## config.mk

```make
export PLATFORM = sky130hd
export DESIGN_NAME = inst_fetch_ctrl_flat
export DESIGN_NICKNAME = d
export VERILOG_FILES = /design/src/rtl/inst_fetch_ctrl_if.sv /design/src/rtl/inst_fetch_ctrl.sv /design/src/flat_wrapper.sv
export SDC_FILE = /design/constraint.sdc
export NUM_CORES = 1
export LEC_CHECK = 0
export BUFFER_PORTS_ARGS = -buffer_cell sky130_fd_sc_hd__buf_2
export CAP_MARGIN = 5
export CORE_UTILIZATION = 30
export DETAILED_ROUTE_END_ITERATION = 6
export GPL_ROUTABILITY_DRIVEN = 0
export MAX_ROUTING_LAYER = met4
export SETUP_SLACK_MARGIN = 0.5
export SLEW_MARGIN = 40
export SYNTH_ARGS = -nofsm -noshare
export SYNTH_HDL_FRONTEND = slang
export SYNTH_SLANG_ARGS = --single-unit
```

## constraint.sdc

```tcl
create_clock -name clk -period 4.02 [get_ports clk]
set_input_delay 0.201 -clock clk [delete_from_list [all_inputs] [get_ports clk]]
set_output_delay 0.201 -clock clk [all_outputs]
set_load 0.01 [all_outputs]
```

## src/rtl/inst_fetch_ctrl_if.sv

```systemverilog
// Instruction-memory read bus between the fetch controller (master) and memory (slave).
interface inst_fetch_ctrl_if;
  logic        mem_req;
  logic [31:0] mem_addr;
  logic        mem_gnt;
  logic        mem_rvalid;
  logic [31:0] mem_rdata;

  modport master (
    output mem_req,
    output mem_addr,
    input  mem_gnt,
    input  mem_rvalid,
    input  mem_rdata
  );

  modport slave (
    input  mem_req,
    input  mem_addr,
    output mem_gnt,
    output mem_rvalid,
    output mem_rdata
  );
endinterface

```

## src/rtl/inst_fetch_ctrl.sv

```systemverilog
// Instruction fetch controller: one outstanding memory read feeding a small in-order buffer.
// Optional misaligned-fetch trap enabled by defining FETCH_ALIGN_CHECK_EN.
//
// state | meaning
// IDLE  | waiting for a PC; accepts only when a buffer slot is free
// REQ   | mem_req asserted with the latched address until granted
// WAIT  | read granted, waiting for mem_rvalid to push the result
// DRAIN | read was flushed; swallow its mem_rvalid before returning to IDLE
module inst_fetch_ctrl #(
  parameter int BUF_DEPTH = 2
) (
  input  logic                clk,
  input  logic                rstn,
  input  logic [31:0]         pc_in,
  input  logic                pc_valid,
  output logic                pc_ready,
  inst_fetch_ctrl_if.master   mem,
  output logic                inst_valid,
  output logic [31:0]         inst_out,
  output logic [31:0]         inst_pc,
  input  logic                inst_ready,
  input  logic                flush,
  output logic                addr_fault
);

  localparam int PW = (BUF_DEPTH > 1) ? $clog2(BUF_DEPTH) : 1;
  localparam int CW = PW + 1;

  typedef enum logic [1:0] {IDLE, REQ, WAIT, DRAIN} state_t;

  state_t         state_q, state_d;
  logic [31:0]    addr_q;
  logic [31:0]    buf_inst [BUF_DEPTH];
  logic [31:0]    buf_pc   [BUF_DEPTH];
  logic [PW-1:0]  wr_ptr_q, rd_ptr_q;
  logic [CW-1:0]  count_q;
  logic           accept, misaligned, issue, push, pop;

  assign pc_ready   = rstn && (state_q == IDLE) && (count_q < CW'(BUF_DEPTH)) && !flush;
  assign accept     = pc_valid && pc_ready;
  assign issue      = accept && !misaligned;
  assign inst_valid = (count_q != '0);
  assign push       = (state_q == WAIT) && mem.mem_rvalid && !flush;
  assign pop        = inst_valid && inst_ready && !flush;

  assign mem.mem_req  = (state_q == REQ);
  assign mem.mem_addr = {addr_q[31:2], 2'b00};

  // Stale entries stay in storage after a pop or flush, so the head is masked when empty.
  assign inst_out = inst_valid ? buf_inst[rd_ptr_q] : 32'h0;
  assign inst_pc  = inst_valid ? buf_pc[rd_ptr_q]   : 32'h0;

`ifdef FETCH_ALIGN_CHECK_EN
  logic fault_q;

  assign misaligned = (pc_in[1:0] != 2'b00);
  assign addr_fault = fault_q;

  always_ff @(posedge clk or negedge rstn) begin
    if (!rstn) begin
      fault_q <= 1'b0;
    end else begin
      fault_q <= accept && misaligned;
    end
  end
`else
  assign misaligned = 1'b0;
  assign addr_fault = 1'b0;
`endif

  always_comb begin
    state_d = state_q;
    case (state_q)
      IDLE:  if (issue) state_d = REQ;
      // A grant in the same cycle as flush means a read is in flight, so it must be drained.
      REQ: begin
        if (flush)              state_d = mem.mem_gnt ? DRAIN : IDLE;
        else if (mem.mem_gnt)   state_d = WAIT;
      end
      WAIT: begin
        if (mem.mem_rvalid)     state_d = IDLE;
        else if (flush)         state_d = DRAIN;
      end
      DRAIN: if (mem.mem_rvalid) state_d = IDLE;
      default: state_d = IDLE;
    endcase
  end

  always_ff @(posedge clk or negedge rstn) begin
    if (!rstn) begin
      state_q <= IDLE;
      addr_q  <= 32'h0;
    end else begin
      state_q <= state_d;
      if (issue) addr_q <= pc_in;
    end
  end

  always_ff @(posedge clk or negedge rstn) begin
    if (!rstn) begin
      wr_ptr_q <= '0;
      rd_ptr_q <= '0;
      count_q  <= '0;
    end else if (flush) begin
      wr_ptr_q <= '0;
      rd_ptr_q <= '0;
      count_q  <= '0;
    end else begin
      if (push) wr_ptr_q <= wr_ptr_q + PW'(1);
      if (pop)  rd_ptr_q <= rd_ptr_q + PW'(1);
      case ({push, pop})
        2'b10:   count_q <= count_q + CW'(1);
        2'b01:   count_q <= count_q - CW'(1);
        default: count_q <= count_q;
      endcase
    end
  end

  always_ff @(posedge clk) begin
    if (push) begin
      buf_inst[wr_ptr_q] <= mem.mem_rdata;
      buf_pc[wr_ptr_q]   <= addr_q;
    end
  end

endmodule

```

## src/flat_wrapper.sv

```systemverilog
// flat-port wrapper written by rule: the top's interface ports become plain ports
module inst_fetch_ctrl_flat 
#(
  parameter int BUF_DEPTH = 2
)
  (clk, rstn, pc_in, pc_valid, pc_ready, inst_valid, inst_out, inst_pc, inst_ready, flush, addr_fault, mem_mem_req, mem_mem_addr, mem_mem_gnt, mem_mem_rvalid, mem_mem_rdata);
  inst_fetch_ctrl_if mem_i ();
  input  logic clk;
  input  logic rstn;
  input  logic [31:0] pc_in;
  input  logic pc_valid;
  output logic pc_ready;
  output logic inst_valid;
  output logic [31:0] inst_out;
  output logic [31:0] inst_pc;
  input  logic inst_ready;
  input  logic flush;
  output logic addr_fault;
  output wire logic [$bits(mem_i.mem_req)-1:0] mem_mem_req;
  output wire logic [$bits(mem_i.mem_addr)-1:0] mem_mem_addr;
  input wire logic [$bits(mem_i.mem_gnt)-1:0] mem_mem_gnt;
  input wire logic [$bits(mem_i.mem_rvalid)-1:0] mem_mem_rvalid;
  input wire logic [$bits(mem_i.mem_rdata)-1:0] mem_mem_rdata;
  assign mem_mem_req = mem_i.mem_req;
  assign mem_mem_addr = mem_i.mem_addr;
  assign mem_i.mem_gnt = mem_mem_gnt;
  assign mem_i.mem_rvalid = mem_mem_rvalid;
  assign mem_i.mem_rdata = mem_mem_rdata;
  inst_fetch_ctrl #(.BUF_DEPTH(BUF_DEPTH)) u_core (.clk(clk), .rstn(rstn), .pc_in(pc_in), .pc_valid(pc_valid), .pc_ready(pc_ready), .mem(mem_i), .inst_valid(inst_valid), .inst_out(inst_out), .inst_pc(inst_pc), .inst_ready(inst_ready), .flush(flush), .addr_fault(addr_fault));
endmodule
```

# Word level (Yosys, flattened, before mapping)
# Memory sizes are Yosys's and may differ from the RTL's.
# Cells that the tools add are included.
# word_totals
in_bits	71
ram_bits	128
wordCells	54
n_memories	2
register_bits	38
# op_classes
reduce_logical	15
n_eq_ne	9
addsub	4
order_cmp	1
muxes	18
# memory_table
name	depth	width	read_ports	rd_clocked_by_memory_dff	write_ports	line_no	source
u_core.buf_inst	2	32	1	0	1	inst_fetch_ctrl.sv:33	logic [31:0] buf_inst [BUF_DEPTH];
u_core.buf_pc	2	32	1	0	1	inst_fetch_ctrl.sv:34	logic [31:0] buf_pc [BUF_DEPTH];
# ops
cell	count
32-bit two-way mux	2
2-bit two-way mux	8
1-bit logical AND	8
2-bit case mux with 4 select lines	1
2-bit == test, second input constant	3
1-bit two-way mux	6
2-bit nonzero test	3
2-bit by 1-bit == test with 1-bit output, second input constant	2
2-bit case mux with 2 select lines	1
4-bit AND reduction	1
3-bit by 2-bit != test with 1-bit output, second input constant	1
3-bit != test, second input constant	1
3-bit nonzero test	1
1-bit adder, second input constant	2
2-bit by 1-bit adder with 2-bit output, second input constant	1
2-bit zero test	1
2-bit < comparator, second input constant	1
2-bit by 1-bit != test with 1-bit output, second input constant	1
2-bit != test, second input constant	1
2-bit by 1-bit subtractor with 2-bit output, second input constant	1
1-bit zero test	1

# Depth between registers and ports, before layout
# Gate-level depths: netlist (run 1).
# logic_depth
word_depth	7
mapped_depth	5
depth_no_buf	3

# Worst setup path after synthesis (run 1)
# OpenSTA, ideal clock, no wires.
# synth_path
kind	flip-flop to flip-flop
start	register u_core.state_q[0]
end	memory u_core.buf_inst[0][0], enable pin
synth_period_minus_slack_ps	4147
stages_incl_launch_ff	4
path_buffers	0
setup_ps	486
arrival_ps	3661
setup_slack_ps	-127
cell_sequence	dfrtp_1 > nand3b_1 > or2_2 > nor2_1
# synth_via
elab_chain_cells	5
# synth_rtl
element	line_no	source
from (decl)	inst_fetch_ctrl.sv:31	state_t state_q, state_d;
from (signal assigned)	inst_fetch_ctrl.sv:94	state_q <= state_d;
2-bit == test	inst_fetch_ctrl.sv:43	assign push = (state_q == WAIT) && mem.mem_rvalid && !flush;
1-bit logical AND (2 in series)	inst_fetch_ctrl.sv:43	
1-bit two-way mux	inst_fetch_ctrl.sv:120	if (push) begin
1-bit two-way mux (not written as such)	inst_fetch_ctrl.sv:121	buf_inst[wr_ptr_q] <= mem.mem_rdata;
to (decl)	inst_fetch_ctrl.sv:33	
# Every way passes these cells.

# Worst setup path after layout (run 1)
# layout_path
start	register u_core.state_q[1]
end	memory u_core.buf_pc[1][25], enable pin
# layout_via
elab_chain_cells	5
# layout_rtl
element	line_no	source
2-bit == test	inst_fetch_ctrl.sv:43	
1-bit logical AND (2 in series)	inst_fetch_ctrl.sv:43	
1-bit two-way mux	inst_fetch_ctrl.sv:120	
1-bit two-way mux (not written as such)	inst_fetch_ctrl.sv:122	buf_pc[wr_ptr_q] <= addr_q;
to (decl)	inst_fetch_ctrl.sv:34	
# Every way passes these cells.

==> results.md, run 1 <==
* Outcome: finished clean
* Share of total power in combinational logic at 18.9%
* Leak Pwr at 3.589 nW
* Cells along the critical path: nand3b_1, or2_2, nor2_4, buf_4
* Max-cap viol count at 0
* H-tree depth at 4
* WL per Instance at 15.07 µm
* Setup crit start kind: flip-flop
* PwrDens at 558.1 nW/µm²
* Post-synthesis simple-gate area fraction at 5.589%
* CTS Sinks at 166
* Area Growth Syn to Fin at 32.58%
* Count of different cell masters after synthesis at 32
* Post-CTS Resized at 0
* CP Capture Type: flip-flop
* Remaining DRCs at 0
* Sequential cell area fraction in the yosys report at 71.15%
* Synth Area in Adders at 0%
* XOR/XNOR Fraction of Synth Area at 0.2599%
* Place WS at 1.473 ns
* CP max stage cell: nor2_4
* Placed cell area at 7697 µm²
* Finish-stage setup viols at 0
* Die area at 23,070 µm²
* Initial antenna violation count at 0
* Max-slew violation count at 0
* Largest delay share family, worst path: simple AND/OR/NAND/NOR gates
* Layout fillers at 2,042
* WP data required at 4.10 ns
* Post-synthesis mux area share at 16.91%
* Cells after Synth at 412
* Worst rel slew slack at 52.45%
* First-iteration detailed-routing DRC count at 134
* Clock power share at 32.9%
* Placed Instances at 817
* Sequential share of power at 48.2%
* Vias per cell at 4.268
* Period utilisation layout at 61.49%
* Nets at 689
* Die Y at 151.9 µm
* CTS buffer count at 17
* Vias in the first global route at 4,068
* Pre-antenna DRT Iters at 4
* Fin cells at 911
* Synth warn at 0
* Core ar. at 21,890 µm²
* Clock Latency Late Sink at 0.41 ns
* Clock buffer depth at 2
* Synth Register Bits at 166
* Setup CP Type: flip-flop to flip-flop
* Standard-cell row count at 54
* Port Buffers at 167
* Worst path buffer plus inverter count at 1
* Avg Inst Size Synth at 16.36 µm²
* Final Critical Period at 2.472 ns
* Synth Area in Compound Gates at 0.6498%
* Least-Margin Pin Slew at 0.7132 ns
* Min-Delay Path Class: primary input to flip-flop
* Cell area after layout at 8935 µm²
* Largest net degree at the start of global routing at 58
* Initial Util at 30.78%
* Combinational family with the most area after synthesis: multiplexers
* Net Sw Power at 1.286 mW
* Setup_tns at 0 ns
* Internal at 3.701 mW
* CTS Root Cell: clkbuf_16
* Total Routed Length at 13,730 µm
* GR Overflow Total at 0
* Unrepaired setup endpoints after global routing: no
* Ports at 171
* Sw Share at 25.78%
* Vias at 3,888
* Fmax at 0.4046 GHz
* First-pass GRT wire length at 22,120 µm
* CP Max Fanout at 22
* Die W at 151.9 µm
* CTS clk-pin slew, worst paths at 0.06 ns
* Fraction of layout instances using a drive strength above 1 at 39.14%
* Clk_skew at 0.006929 ns
* Final Hold Viols at 0
* Post-route ant nets at 0
* Tot Pwr at 4.987 mW
* CP peak stage delay at 0.55 ns
* Post-Syn Area at 6739 µm²
* CTS tree: done
* Post-DP HPWL at 8961 µm
* Peak VDD IR at 0.3100 mV
* Diode count at 0
* Total GRT Usage at 12.74%
* Crit path DAT at 2.56 ns
* Final setup margin at 1.548 ns
==> state kept, by name (all words and copies together), names as in the netlist <==
name             cells
u_core.wr_ptr_q      1
u_core.rd_ptr_q      1
u_core.buf_pc       64
u_core.state_q       2
u_core.buf_inst     64
u_core.addr_q       32
u_core.count_q       2
==> what timing repair did <==
action / CTS / global route
hold buffers: 60 / 1
setup endpoints to repair: 0 / 0
endpoints found under the hold margin: 129 / 1
setup buffers: 0 / 0
==> final timing paths <==
kind | startpoint | to | slack (ns) | cells past startpoint
worst min register to register | u_core.addr_q[14] | u_core.buf_pc[1][14] | 0.50 | 0
max in group asynchronous | rstn | u_core.rd_ptr_q | 3.13 | 3
worst max register to register | u_core.state_q[1] | u_core.buf_pc[1][25] | 1.55 | 4
worst min-delay path | mem_mem_rvalid | u_core.state_q[1] | 0.03 | 2
min in group asynchronous | rstn | u_core.addr_q[19] | 0.48 | 3
worst max-delay path | u_core.state_q[1] | u_core.buf_pc[1][25] | 1.55 | 4
==> logic make-up (layout without fill, tap and decap cells) <==
family / after synthesis / in the layout
muxes: 99 / 99
buffers and inverters: 54 / 271
DFF: 166 / 166
and+or+nand+nor: 84 / 84
other: 1 / 3
AOI/OAI and AO/OA: 6 / 6
xor gates and xnor gates: 2 / 2
==> cells in the mapped netlist <==
| cell type | n | share of area, % |
|---|---|---|
| xor2_1 | 1 | 0.13 |
| and2_2 | 1 | 0.11 |
| edfxtp_1 | 128 | 57 |
| buf_1 | 5 | 0.28 |
| nor2_1 | 71 | 4.0 |
| inv_1 | 3 | 0.17 |
| nand2b_1 | 1 | 0.093 |
| nand2_1 | 3 | 0.17 |
| a211oi_1 | 1 | 0.11 |
| buf_2 | 8 | 0.59 |
| dfrtp_1 | 38 | 14 |
| a31oi_1 | 1 | 0.093 |
| nor3b_4 | 1 | 0.28 |
| o21ba_2 | 1 | 0.15 |
| mux2_4 | 29 | 6.5 |
| buf_6 | 3 | 0.50 |
| nand3b_1 | 1 | 0.11 |
| xnor2_1 | 1 | 0.13 |
| conb_1 | 1 | 0.056 |
| clkbuf_1 | 1 | 0.056 |
| and2b_2 | 1 | 0.13 |
| nor3_1 | 1 | 0.074 |
| o21a_1 | 1 | 0.11 |
| o31ai_1 | 1 | 0.11 |
| o21ai_0 | 1 | 0.074 |
| or2_2 | 1 | 0.093 |
| nand3_4 | 1 | 0.26 |
| or4bb_2 | 1 | 0.19 |
| buf_4 | 34 | 3.8 |
| nor4b_1 | 1 | 0.13 |
| mux2i_1 | 67 | 10 |
| mux2_2 | 3 | 0.50 |
==> metrics by stage <==
| step | hold slack (ns) | util, % |
|---|---|---|
| 5_1_grt | 0.003069 | 40.82 |
| 3_5_place_dp | 0.3935 | 35.16 |
| 4_1_cts | 0.0002190 | 40.64 |
| 3_3_place_gp | 0.3909 | 34.98 |
| 2_1_floorplan | -0.09459 | - |
| 6_report | 0.02926 | 40.82 |
==> power by group through the flow <==
stage / clock network, mW / registers, mW / logic (mW)
after floorplan: 0 / 2.36 / 0.794
after global placement: 0 / 2.44 / 0.864
after detailed placement: 0 / 2.44 / 0.901
after CTS: 1.69 / 2.41 / 0.950
after global routing: 1.78 / 2.44 / 1.02
final: 1.64 / 2.40 / 0.944
==> cell type report <==
cell class	instances	area, µm²	share of cell area, %
Sequential cell	166	4798	53.70
Multi-Input combinational cell	194	1612	18.04
Timing Repair Buffer	236	1564	17.50
Clock buffer	20	446.7	4.999
Tap cell	280	350.3	3.921
Clock inverter	12	152.6	1.708
Inverter	3	11.26	0.1260
==> worst register-to-register path, stage by stage (launching register included) <==
cell and delay, ns:
dfrtp_1 0.51, nand3b_1 0.25, or2_2 0.40, nor2_4 0.55, buf_4 0.44
==> cells in the final DEF, fill, tap and decap left out, types with 2 or more instances in the layout <==
cell	instances
nor2_1	68
clkinv_4	2
dfrtp_1	37
edfxtp_1	128
buf_4	4
clkinvlp_4	3
bufinv_16	3
dlygate4sd3_1	61
clkbuf_1	2
mux2_4	29
mux2_2	3
nor2_4	3
clkbuf_16	17
clkinv_2	2
mux2i_1	67
buf_2	167
inv_1	3
nand2_1	3
conb_1	3
buf_12	3
==> layer usage <==
metal	GRT usage, %	routed length (µm)	part of all wire, %
met3	3.080	620	4.5
met2	20.69	6832	50
met5	-	0	0
met4	3.905	108	0.79
met1	15.68	6166	45
Note: power is estimated with default switching activity, not from simulation.
==> inputs of run 2 (changes only) <==
- clock period: 4.02 -> 2.6 ns (I/O delays scaled with it)
==> run 2 against run 1 <==
  * First-iteration DRC count shrank 11%
  * Global-route usage decreased by 0.44 points
  * Maximum frequency increased by 26%
  * Die area stayed put
  * Wire length decreased by 2.6%
==> results.md, run 2 (synthesis gave the netlist of run 1 again) <==
* GR Overflow Total at 0 (unchanged)
* Setup_tns at 0 ns (unchanged)
* WL per Instance at 14.60 µm (was 15.07 µm)
* Remaining DRCs at 0 (unchanged)
* Vias per cell at 4.313 (was 4.268)
* H-tree depth at 4 (unchanged)
* Area Growth Syn to Fin at 32.73% (was 32.58%)
* Final Hold Viols at 0 (unchanged)
* Outcome: finished clean (unchanged)
* Final Critical Period at 1.960 ns (was 2.472 ns)
* Die area at 23,070 µm² (unchanged)
* CTS buffer count at 17 (unchanged)
* PwrDens at 842.6 nW/µm² (was 558.1 nW/µm²)
* Fmax at 0.5103 GHz (was 0.4046 GHz)
* Worst rel slew slack at 54.39% (was 52.45%)
* Crit path DAT at 2.03 ns (was 2.56 ns)
* Vias at 3,951 (was 3,888)
* WP data required at 2.67 ns (was 4.10 ns)
* CP Capture Type: flip-flop (unchanged)
* R2r setup slk at 0.64 ns (was 1.55 ns)
* Tot Pwr at 7.537 mW (was 4.987 mW)
* First-pass GRT wire length at 21,360 µm (was 22,120 µm)
* Total Routed Length at 13,380 µm (was 13,730 µm)
* Fraction of layout instances using a drive strength above 1 at 38.68% (was 39.14%)
* CP Max Fanout at 64 (was 22)
* CTS tree: done (unchanged)
* Commonest cells after routing, fill and taps aside: 167 x buf_2, 128 x edfxtp_1, 68 x nor2_1, 68 x dlygate4sd3_1, 67 x mux2i_1 (was 167 x buf_2, 128 x edfxtp_1, 68 x nor2_1)
* CTS Sinks at 166 (unchanged)
* Initial Util at 30.78% (unchanged)
* Pre-antenna DRT Iters at 4 (unchanged)
* Period utilisation layout at 75.37% (was 61.49%)
* Largest net degree at the start of global routing at 67 (was 58)
* Clock Latency Late Sink at 0.41 ns (about the same)
* Max-cap viol count at 0 (unchanged)
* Hold buffers post-CTS at 68 (was 60)
* Die W at 151.9 µm (unchanged)
* Core ar. at 21,890 µm² (unchanged)
* Post-CTS Resized at 0 (unchanged)
* Diode count at 0 (unchanged)
* Least-Margin Pin Slew at 0.6842 ns (was 0.7132 ns)
* Max-slew violation count at 0 (unchanged)
* CTS clk-pin slew, worst paths at 0.06 ns (about the same)
* Ports at 171 (unchanged)
* Port Buffers at 167 (unchanged)
* Post-DP HPWL at 8313 µm (was 8961 µm)
* Post-route ant nets at 0 (unchanged)
* Vias in the first global route at 4,237 (was 4,068)
* Unrepaired setup endpoints after global routing: no (unchanged)
* Hold path start: inst_ready (was mem_mem_rvalid)
* Finish-stage setup viols at 0 (unchanged)
* Crit. Startpoint: u_core.state_q[1] (unchanged)
* Die Y at 151.9 µm (unchanged)
* Commonest non-fill, non-tap cell in the layout: buf_2 (unchanged)
* Worst r2r src: u_core.state_q[1] (unchanged)
* Min-Delay Path Class: primary input to flip-flop (unchanged)
* Peak VDD IR at 0.4433 mV (was 0.3100 mV)
* CTS Root Cell: clkbuf_16 (unchanged)
* First-iteration detailed-routing DRC count at 119 (was 134)
* Initial antenna violation count at 0 (unchanged)
* Setup crit start kind: flip-flop (unchanged)
* Standard-cell row count at 54 (unchanged)
* Leak Pwr at 3.604 nW (was 3.589 nW)
* Postcts setup bufs at 0 (unchanged)
* Nets at 694 (was 689)
* Biggest regs: u_core.buf_inst (64), u_core.buf_pc (64), u_core.addr_q (32) (unchanged)
* Clk_skew at 0.005398 ns (was 0.006929 ns)
* Clock buffer depth at 2 (unchanged)
* Setup CP Type: flip-flop to flip-flop (unchanged)
* Total GRT Usage at 12.30% (was 12.74%)
## run 2: path summary, 6_finish.rpt
kind,end,cells past startpoint
min in group asynchronous,u_core.addr_q[10],3
setup / recovery,u_core.buf_inst[0][30],4
hold reg to reg,u_core.buf_pc[0][0],0
setup reg to reg,u_core.buf_inst[0][30],4
hold / removal,u_core.count_q[1],3
max in group asynchronous,u_core.rd_ptr_q,3
## run 2: through the flow
stage	setup WS [ns]	hold slack (ns)	instances	cell area, µm²	util (%)
after global placement	0.6669	0.3203	816	7705	35.20
after CTS	0.6086	0.05727	916	8945	40.86
after detailed placement	0.6209	0.3262	816	7705	35.20
final	0.6405	0.08485	916	8945	40.86
after global routing	0.5505	0.07565	916	8945	40.86
after floorplan	0.2682	-0.1656	414	6764	-
## run 2: critical path, cell delays in order (launching register included)
cell      delay (ns)
dfrtp_1         0.50
nand3b_1        0.27
or2_4           0.34
nor2_4          0.13
buf_12          0.34
## run 2: layer usage
metal	global-route usage [%]	vias up	part of all wire, %
met4	3.810	0	0.87
met1	14.49	1935	45
met5	-	-	0
li1	-	1873	-
met3	3.337	10	4.6
met2	20.43	133	50
## run 2: power by group
part / total (mW) / internal (mW) / switching, mW
clock: 2.36 / 1.36 / 0.996
sequential: 3.71 / 3.39 / 0.322
combinational: 1.47 / 0.806 / 0.663
## run 2: final cells by class
| class | count | area (µm²) |
|---|---|---|
| Clock buffer | 19 | 452.9 |
| Tap cell | 280 | 350.3 |
| Clock inverter | 13 | 106.4 |
| Sequential cell | 166 | 4798 |
| Timing Repair Buffer | 241 | 1612 |
| Inverter | 3 | 11.26 |
| Multi-Input combinational cell | 194 | 1614 |
| Fill cell | 2007 | 12950 |
==> inputs of run 3 (changes only) <==
- clock period: 2.6 -> 1.8 ns (I/O delays scaled with it)
==> run 3 against run 2 <==
  * Via count is 9.1% higher
  * Largest cell class unchanged
  * Critical path depth is 3 higher
  * Core utilization is 7.0 points higher
  * First-iteration DRC count is 68% higher
  * Critical endpoint is now u_core.buf_inst[1][12]
  * Power is 59% higher
  * Count of clock-buffer cells in the layout is 2 higher
  * Non-clock buffer count is 73 higher
  * Final cell count is 8.0% higher
  * Clock skew is 0.0027 ns higher
==> results.md, run 3 (synthesis gave the netlist of run 1 again) <==
* Outcome: finished clean (unchanged)
* Peak VDD IR at 0.7607 mV (was 0.4433 mV)
* Final hold slack at 0.06487 ns (was 0.08485 ns)
* CTS clk-pin slew, worst paths at 0.06 ns (about the same)
* Min-Delay Path Class: primary input to flip-flop (unchanged)
* Remaining DRCs at 0 (unchanged)
* Fin cells at 989 (was 916)
* CTS buffer count at 17 (unchanged)
* CTS tree: done (unchanged)
* Leak Pwr at 4.265 nW (was 3.604 nW)
* Finish-stage setup viols at 0 (unchanged)
* CTS Sinks at 166 (unchanged)
* Max-slew violation count at 0 (unchanged)
* Commonest cells after routing, fill and taps aside: 163 x buf_2, 128 x edfxtp_1, 68 x dlygate4sd3_1 (was 167 x buf_2, 128 x edfxtp_1, 68 x nor2_1, 68 x dlygate4sd3_1, 67 x mux2i_1)
* Post-route ant nets at 0 (unchanged)
* GR Overflow Total at 0 (unchanged)
* Core ar. at 21,890 µm² (unchanged)
* H-tree depth at 4 (unchanged)
* First-pass GRT wire length at 25,500 µm (was 21,360 µm)
* Fraction of layout instances using a drive strength above 1 at 48.45% (was 38.68%)
* Max-cap viol count at 0 (unchanged)
* Nets at 767 (was 694)
* Unrepaired setup endpoints after global routing: yes (was no)
* Port Buffers at 167 (unchanged)
* Top cell by count, worst path: buf_6
* Clock buffer depth at 2 (unchanged)
* Worst rel slew slack at 64.41% (was 54.39%)
* Period utilisation layout at 99.24% (was 75.37%)
* Ports at 171 (unchanged)
* Largest delay share family, worst path: simple AND/OR/NAND/NOR gates (unchanged)
* Fmax at 0.5598 GHz (was 0.5103 GHz)
* First-iteration detailed-routing DRC count at 200 (was 119)
* Vias at 4,312 (was 3,951)
* Setup_tns at 0 ns (unchanged)
* Biggest regs: u_core.buf_inst (64), u_core.buf_pc (64), u_core.addr_q (32) (unchanged)
* WL per Instance at 17.83 µm (was 14.60 µm)
* WP data required at 1.93 ns (was 2.67 ns)
* Die W at 151.9 µm (unchanged)
* Initial Util at 30.78% (unchanged)
* Least-Margin Pin Slew at 0.5338 ns (was 0.6842 ns)
* Worst path buffer plus inverter count at 4 (was 1)
* Final Hold Viols at 0 (unchanged)
* Vias in the first global route at 4,556 (was 4,237)
* Die Y at 151.9 µm (unchanged)
* Clk_skew at 0.008073 ns (was 0.005398 ns)
* Final Critical Period at 1.786 ns (was 1.960 ns)
* Cells along the critical path: nand3b_1, or2_4, buf_6, nor2_4, buf_6, buf_12, buf_16 (was nand3b_1, or2_4, nor2_4, buf_12)
* Crit path DAT at 1.92 ns (was 2.03 ns)
* Pre-antenna DRT Iters at 4 (unchanged)
* Setup CP Type: flip-flop to flip-flop (unchanged)
* Placed cell area at 7777 µm² (was 7705 µm²)
* Post-DP HPWL at 9190 µm (was 8313 µm)
* Area Growth Syn to Fin at 55.59% (was 32.73%)
* CP peak stage delay at 0.37 ns (was 0.50 ns)
* CP max stage cell: dfrtp_1 (unchanged)
* Die area at 23,070 µm² (unchanged)
* CP Max Fanout at 6 (was 64)
* Largest net degree at the start of global routing at 39 (was 67)
* CP Capture Type: flip-flop (unchanged)
* Clock Latency Late Sink at 0.41 ns (about the same)
* Vias per cell at 4.360 (was 4.313)
* Placed Instances at 823 (was 816)
* Commonest non-fill, non-tap cell in the layout: buf_2 (unchanged)
* Setup crit start kind: flip-flop (unchanged)
* Cell area after layout at 10,490 µm² (was 8945 µm²)
* Initial antenna violation count at 1 (was 0)
* Total GRT Usage at 15.18% (was 12.30%)
* PwrDens at 1144 nW/µm² (was 842.6 nW/µm²)
* Place WS at 0.1458 ns (was 0.6209 ns)
* Standard-cell row count at 54 (unchanged)
* Total Routed Length at 17,640 µm (was 13,380 µm)
* Final setup margin at 0.01370 ns (was 0.6405 ns)
* CTS Root Cell: clkbuf_16 (unchanged)
-- run 3: cell types whose count changed in the layout (fill, tap and decap cells not counted), moves of 5 or more --
cell	previous run	this run
buf_12	4	18
buf_16	0	22
buf_4	2	12
buf_6	0	24
clkinv_2	5	0
mux2i_1	67	53
mux2i_2	0	11
nor2_1	68	62
nor2_2	0	5
-- run 3: repair_timing --
| item | CTS | global route |
|---|---|---|
| setup endpoints to repair | 229 | 229 |
| cloned | 21 | 7 |
| pin swaps | 2 | 9 |
| hold endpoints to repair | 139 | 0 |
| buffers inserted | 31 | 7 |
| gates resized for setup | 54 | 51 |
| hold buffers | 68 | 0 |
-- run 3: path summary, 6_finish.rpt --
path	start	to	slack, ns	cells past startpoint
min in group asynchronous	rstn	u_core.addr_q[11]	0.34	3
min	inst_ready	u_core.count_q[1]	0.06	3
max in group asynchronous	rstn	u_core.rd_ptr_q	1.05	3
max reg2reg	u_core.state_q[0]	u_core.buf_inst[1][12]	0.01	7
min reg2reg	u_core.addr_q[0]	u_core.buf_pc[0][0]	0.47	0
max	u_core.state_q[0]	u_core.buf_inst[1][12]	0.01	7
-- run 3: final cells by class --
type                            instances  area [µm²]
Antenna cell                            1       2.502
Clock buffer                           21       450.4
Clock inverter                         10       146.4
Fill cell                            1875       11410
Inverter                                3       16.27
Multi-Input combinational cell        194        1750
Sequential cell                       166        4801
Tap cell                              280       350.3
Timing Repair Buffer                  314        2968
-- run 3: report_power, final --
part | internal [mW] | total (mW) | switching [mW]
logic | 1.74 | 2.97 | 1.24
registers | 4.89 | 5.35 | 0.456
clock network | 2.22 | 3.67 | 1.45
total | 8.86 | 12.0 | 3.14
-- run 3: per-layer routing --
metal / vias to the layer above / wire length [µm] / GRT usage, %
met5: - / 0 / -
met4: 0 / 125 / 3.714
met3: 11 / 729 / 2.995
met2: 145 / 9274 / 25.58
met1: 2122 / 7508 / 18.68
li1: 2034 / - / -
-- run 3: through the flow --
| stage | utilization [%] | total power, mW |
|---|---|---|
| after floorplan | - | 7.061 |
| after global placement | 35.53 | 7.445 |
| after detailed placement | 35.53 | 7.553 |
| after CTS | 45.99 | 11.88 |
| after global routing | 47.90 | 12.53 |
| final | 47.90 | 11.99 |
-- run 3: worst register-to-register path, cell delays in order (launching register included) --
cell	delay [ns]
dfrtp_1	0.37
nand3b_1	0.18
or2_4	0.27
buf_6	0.12
nor2_4	0.19
buf_6	0.16
buf_12	0.10
buf_16	0.11
